$ cat config.mk
export PLATFORM = sky130hd
export DESIGN_NAME = prga_fifo_packer
export DESIGN_NICKNAME = d
export VERILOG_FILES = /design/src/rtl/prga_fifo_packer.sv
export SDC_FILE = /design/constraint.sdc
export NUM_CORES = 1
export LEC_CHECK = 0
export BUFFER_PORTS_ARGS = -buffer_cell sky130_fd_sc_hd__buf_2
export CELL_PAD_IN_SITES_DETAIL_PLACEMENT = 1
export CELL_PAD_IN_SITES_GLOBAL_PLACEMENT = 2
export CORE_ASPECT_RATIO = 0.75
export CORE_MARGIN = 2
export CORE_UTILIZATION = 35
export CTS_CLUSTER_SIZE = 24
export DETAILED_ROUTE_END_ITERATION = 7
export GPL_TIMING_DRIVEN = 1
export PLACE_DENSITY_LB_ADDON = 0.1
export SYNTH_ARGS = -nofsm -noshare
export SYNTH_HDL_FRONTEND = slang
export SYNTH_SLANG_ARGS = --single-unit
$ cat constraint.sdc
create_clock -name clk -period 3.2 [get_ports clk]
set_input_delay 0.16 -clock clk [delete_from_list [all_inputs] [get_ports clk]]
set_output_delay 0.16 -clock clk [all_outputs]
set_load 0.005 [all_outputs]
$ cat src/rtl/prga_fifo_packer.sv
// Drains narrow entries from an upstream FIFO read port and packs PACK of them
// into one wide word pushed into a downstream FIFO write port, with partial-word flush.
module prga_fifo_packer #(
   parameter int DATA_WIDTH = 8,
   parameter int PACK       = 4,
   parameter bit LOOKAHEAD  = 1'b0
) (
   input  logic                       clk,
   input  logic                       rst,
   input  logic                       empty_i,
   output logic                       rd_i,
   input  logic [DATA_WIDTH-1:0]      dout_i,
   input  logic                       full,
   output logic                       wr,
   output logic [DATA_WIDTH*PACK-1:0] din,
   input  logic                       flush,
   output logic                       idle
);
   localparam int CW = $clog2(PACK);
   localparam logic [CW:0] LAST = (CW+1)'(PACK-1);

   logic [PACK-1:0][DATA_WIDTH-1:0] r_acc;
   logic [CW-1:0]                   r_c;
   logic                            r_pending;
   logic                            r_ov;
   logic [DATA_WIDTH*PACK-1:0]      r_obuf;

   logic                            w_rd;
   logic                            w_cap;
   logic                            w_last;
   logic                            w_flush;
   logic                            w_load;
   logic [CW:0]                     w_cnt;
   logic [PACK-1:0][DATA_WIDTH-1:0] w_word;

   assign w_cnt = {1'b0, r_c};

   generate
      if (LOOKAHEAD) begin : g_la
         assign w_rd  = !empty_i && (w_cnt < LAST || !r_ov || !full);
         assign w_cap = rd_i;
      end else begin : g_nla
         logic [CW:0] w_inflight;
         assign w_inflight = w_cnt + {{CW{1'b0}}, r_pending};
         // a word-completing read is only issued when obuf is certain to be free on arrival
         assign w_rd  = !empty_i && (w_inflight < LAST || (!r_ov && !r_pending));
         assign w_cap = r_pending;
      end
   endgenerate

   assign rd_i    = rst && !flush && w_rd;
   assign w_last  = w_cap && (w_cnt == LAST);
   assign w_flush = flush && !r_pending && (r_c != '0) && (!r_ov || !full);
   assign w_load  = w_last || w_flush;

   // Word to load: held slices below c, the arriving entry at c, zeros above.
   always_comb begin
      for (int i = 0; i < PACK; i++) begin
         w_word[i] = '0;
         if (i < int'(r_c))
            w_word[i] = r_acc[i];
         else if (w_cap && i == int'(r_c))
            w_word[i] = dout_i;
      end
   end

   always_ff @(posedge clk or negedge rst) begin
      if (!rst) begin
         r_acc     <= '0;
         r_c       <= '0;
         r_pending <= 1'b0;
         r_ov      <= 1'b0;
         r_obuf    <= '0;
      end else begin
         r_pending <= LOOKAHEAD ? 1'b0 : rd_i;
         if (w_cap)
            r_acc[r_c] <= dout_i;
         if (w_load)
            r_c <= '0;
         else if (w_cap)
            r_c <= r_c + CW'(1);
         // a same-cycle load keeps wr high with the new word, no bubble
         if (w_load) begin
            r_obuf <= w_word;
            r_ov   <= 1'b1;
         end else if (r_ov && !full) begin
            r_ov <= 1'b0;
         end
      end
   end

   assign wr   = r_ov;
   assign din  = r_obuf;
   assign idle = (r_c == '0) && !r_pending && !r_ov;

endmodule

# Word level (Yosys, flattened, before mapping)
# Index checks and enable logic that the tools add are counted.
word_totals:
  register_bits: 68
  in_bits: 13
  out_inout_bits: 35
  word_cells: 63
op_classes:
  n_addsub: 2
  order_cmp: 6
  eq_ne: 4
  muxes: 14
  reduce_logical: 29
op_table:
  columns: ["op", "count"]
  rows:
  - ["8-bit two-way mux", 8]
  - ["32-bit bitwise mux", 1]
  - ["8-bit demux with 2-bit select", 1]
  - ["1-bit logical AND", 16]
  - ["2-bit nonzero test", 3]
  - ["1-bit zero test", 5]
  - ["2-bit equality test (first input constant)", 2]
  - ["2-bit zero test", 2]
  - ["1-bit by 2-bit less-than comparator with 1-bit output (first input constant)", 2]
  - ["2-bit two-way mux", 2]
  - ["2-bit by 1-bit adder with 3-bit output", 1]
  - ["1-bit logical OR", 3]
  - ["2-bit by 3-bit less-than comparator with 1-bit output (second input constant)", 1]
  - ["3-bit by 2-bit less-than comparator with 1-bit output (second input constant)", 1]
  - ["2-bit by 1-bit adder with 2-bit output (second input constant)", 1]
  - ["1-bit by 2-bit equality test with 1-bit output (first input constant)", 1]
  - ["2-bit equality test (second input constant)", 1]
  - ["2-bit by 1-bit >= comparator with 1-bit output (second input constant)", 1]
  - ["2-bit less-than comparator (first input constant)", 1]
  - ["1-bit two-way mux", 2]

# Longest topological paths before layout
logic_depth:
  ltp_word: 6
  depth_mapped: 10
  depth_no_buf: 5

# Worst setup path before layout
# No wires, ideal clock.
synth_timing:
  path_kind: "register to register"
  from: "reg r_c[1]"
  to: "reg r_obuf[0] (netlist: din[0])"
  setup_ps: 125
  arrival_time_ps: 2252
  required_ps: 3075
  path_slack_ps: 822
  path_stages_with_launch: 11
  path_buffers: 5
  synth_period_minus_slack_ps: 2378
  cell_sequence: "dfrtp_1 clkbuf_1 clkbuf_1 inv_1 ha_1 buf_2 nor2b_1 a31o_1 buf_4 buf_6 mux2_4"
synth_between:
  elab_chain_cells: 4
  word_cells_on_any_way: 11
  cone_classes: "order compare: 1; eq/ne: 1; mux: 2; reduce/logical: 7"
synth_rtl:
  columns: ["item", "line_no", "source"]
  rows:
  - ["start, declared", "23", "logic [CW-1:0] r_c;"]
  - ["start signal, assigned", "81", "r_c <= r_c + CW'(1);"]
  - ["2-bit zero test / 2-bit nonzero test (equally long branches)", "62, 53", null]
  - ["1-bit logical AND (on tied branches)", "62, 53", null]
  - ["8-bit two-way mux / 1-bit logical AND (equally long branches)", "62, 53", null]
  - ["8-bit two-way mux / 1-bit logical OR (equally long branches)", "60, 54", null]
  - ["end signal, assigned", "84", "r_obuf <= w_word;"]
  - ["end, declared", "26", "logic [DATA_WIDTH*PACK-1:0] r_obuf;"]
# Several ways; a longest one is shown, not always the timed one.
# A chain may end at the register's enable or synchronous reset.

# Worst setup path in the final report
layout_timing:
  from: "reg r_c[0]"
  to: "out rd_i"
layout_between:
  elab_chain_cells: 5
layout_rtl:
  columns: ["item", "line_no", "source"]
  rows:
  - ["2-bit by 1-bit adder with 3-bit output", "44", "assign w_inflight = w_cnt + {{CW{1'b0}}, r_pending};"]
  - ["3-bit by 2-bit less-than comparator with 1-bit output", "46", "assign w_rd = !empty_i && (w_inflight < LAST || (!r_ov && !r_pending));"]
  - ["1-bit logical OR", "46", null]
  - ["1-bit logical AND", "46", null]
  - ["1-bit logical AND", "51", "assign rd_i = rst && !flush && w_rd;"]
  - ["end, declared", "11", "output logic rd_i,"]
# Every way passes these cells.

==> metrics.yaml <==
netSwitchingPower_w: 0.000930
grt_max_degree: 61
drive_above_1_share: 0.297
cts_htree_levels: 3
nets: 325
combinationalPowerShare: 0.307
ant_nets: 0
final_cells: 411
synth_top_family_by_area: "simple AND/OR/NAND/NOR gates"
synth_xor_area_frac: 0
io-pin-count: 48
cp_common_cell: "ha_1"
r2r_start: "r_c[0]"
fmax_mhz: 442
routed-via-count: 1992
synthMuxAreaShare: 0.127
rsz0062_at_grt: "no"
fill_cells: 852
grt_pass1_vias: 2071
synth-seq-cells: 60
period_needed_ns: 2.26
root_buffer: "clkbuf_8"
cp.required_ns: 3.04
post_cts_resized: 0
setup.worst_path.start: "r_c[0]"
drtIter0Drc: 74
dp_cells: 394
dp_hpwl_mm: 4.73
route.detailed.drc: 0
synth.distinct_cells: 23
yosysWarnings: 0
cts_buffers: 9
synth_nets: 275
clock_sinks: 60
start_util: 0.365
maxCapViolations: 0
gp_congestion: 0.731
multi_input_area_mm2: 0.00109
syn_avg_cell_area_um2: 10.7
criticalPathCategory: "reg2out"
p_leak_nw: 1.74
die_w_um: 106
setup_viol: 0
synth_compound_area_frac: 0.0875
slowest_delay_ns: 0.46
postSynthCellCount: 255
firstDrtPassIters: 4
areaGrowthSynthToFinish_pct: 21.3
num_rows: 27
antenna_cells: 0
core_mm2: 0.00743
overflow: 0
synthesis.area_mm2: 0.00272
synthAdderAreaFrac: 0.0322
numPortBuffers: 47
die_area_mm2: 0.00849
grt_pass1_wl_mm: 11.3
viasPerCell: 4.85
cp.arrival_ns: 2.10
cts_max_path_buffers: 2
clk_pin_slew_ns: 0.07
critPathCaptureType: "output port"
routedWlPerCell_um: 16.5
dieHeight_um: 80.3
clkPwrFrac: 0.286
max_slew_margin: 0.479
final_common_cell: "nand2_1"
grt_usage: 0.181
start_kind: "register"
tightestPinTransition_ns: 0.782
cts_tree: "yes"
irDropWorstVdd_mv: 0.302
setup_tns_ns: 0
antenna_found_initial: 0
status: "finished, final reports clean"
drv_slew: 0
final_cell_mix: "70 x nand2_1, 60 x dfrtp_1, 47 x buf_2, 24 x nand3_1, 24 x o21ai_0"
crit_chain: "ha_1, ha_1, a21oi_1, nor2_1, nor4b_1, buf_2"
crit_path_top_delay_cell: "dfrtp_1"
pwr-share-seq: 0.407
total_power_w: 0.00299
p_sw_frac: 0.311
routed_wl_mm: 6.78
regArea_mm2: 0.00150
worstHoldStart: "flush"
power_density_mw_per_mm2: 906
clk_latency_ns: 0.34
fin_skew_ns: 0.00913
hold_path_class: "in2reg"
finalHoldViolCount: 0
fin_crit_sh: 0.707
synth-simple-area-share: 0.156
synth_seq_area_share: 0.553
p_int_w: 0.00206
crit_fanout: 7
-- power by group through the flow --
stage                     Clock (W)  Combinational (W)  Sequential [W]
final                      0.000853           0.000917         0.00122
after global routing       0.000915            0.00105         0.00126
after CTS                  0.000882           0.000938         0.00122
after detailed placement          0           0.000929         0.00123
after global placement            0           0.000906         0.00122
after floorplan                   0           0.000626         0.00121
-- registers in the layout, summed over array words and instances (netlist names) --
register and cells:
wr 1, din 32, r_acc 24, r_c 2, r_pending 1
-- per-layer routing --
metal | up-vias | wire [um] | global-route usage
met5 | - | 0 | 0
met4 | 0 | 84 | 0.0592
met3 | 7 | 271 | 0.0495
met2 | 42 | 2870 | 0.268
met1 | 991 | 3550 | 0.256
li1 | 952 | - | -
-- worst paths after layout --
check,end,slack (ns),cells past startpoint
worst max-delay path,rd_i,0.94,6
worst min-delay path,r_pending,0.03,2
worst max register to register,din[16],0.96,6
worst min register to register,r_acc[15],0.48,2
max in group asynchronous,r_acc[1],2.60,2
min in group asynchronous,r_acc[23],0.07,2
-- synth_stat cells, drive strengths merged --
cell / instances / area [um^2]
nor2: 2 / 7.51
nor3: 1 / 5.00
a31oi: 1 / 12.5
a21o: 1 / 7.51
a21oi: 2 / 10.0
dfrtp: 60 / 1500
o21ai: 24 / 120
inv: 11 / 41.3
o2bb2ai: 1 / 8.76
clkbuf: 9 / 33.8
nor4b: 1 / 8.76
a31o: 1 / 8.76
nand2: 70 / 263
nor2b: 1 / 6.26
nand3: 24 / 120
mux2: 24 / 345
ha: 7 / 87.6
a22o: 8 / 70.1
buf: 5 / 46.3
and2: 2 / 12.5
-- critical path, delay by kind of cell (launching register included) --
family / cells / cell delay [ns]
adder cells (fa/ha/maj): 2 / 0.51
AO/OA/AOI/OAI: 1 / 0.18
AND/OR/NAND/NOR: 2 / 0.42
buffers and inverters: 1 / 0.19
flip-flops: 1 / 0.46
-- area by class of cell --
cell class / instances / share of cell area
sequential: 60 / 0.456
multi-input combinational: 170 / 0.332
timing repair buffer: 53 / 0.0858
clock buffer: 12 / 0.0471
tap: 101 / 0.0383
clock inverter: 4 / 0.0289
inverter: 11 / 0.0125
-- through the flow --
stage	util	area, um^2	setup WS, ns	hold WS [ns]
3_5_place_dp	0.408	3040	0.966	0.355
3_3_place_gp	0.408	3040	1.01	0.366
5_1_grt	0.443	3300	0.797	0.0114
2_1_floorplan	-	2720	0.822	-0.136
6_report	0.443	3300	0.937	0.0316
4_1_cts	0.443	3300	0.885	0.0187
-- kinds of logic (layout without fill, tap and decap cells) --
group	after synthesis	in the layout
AOI/OAI and AO/OA	38	38
adders and majority gates	7	7
muxes	24	24
and+or+nand+nor	101	101
DFF	60	60
buffers and inverters	25	80
-- timing repair --
action | in CTS | in global routing
hold buffers | 1 | 0
buffers inserted | 0 | 0
hold endpoints to repair | 1 | 0
setup endpoints to repair | 0 | 0
Power figures use the tool's default switching activity.
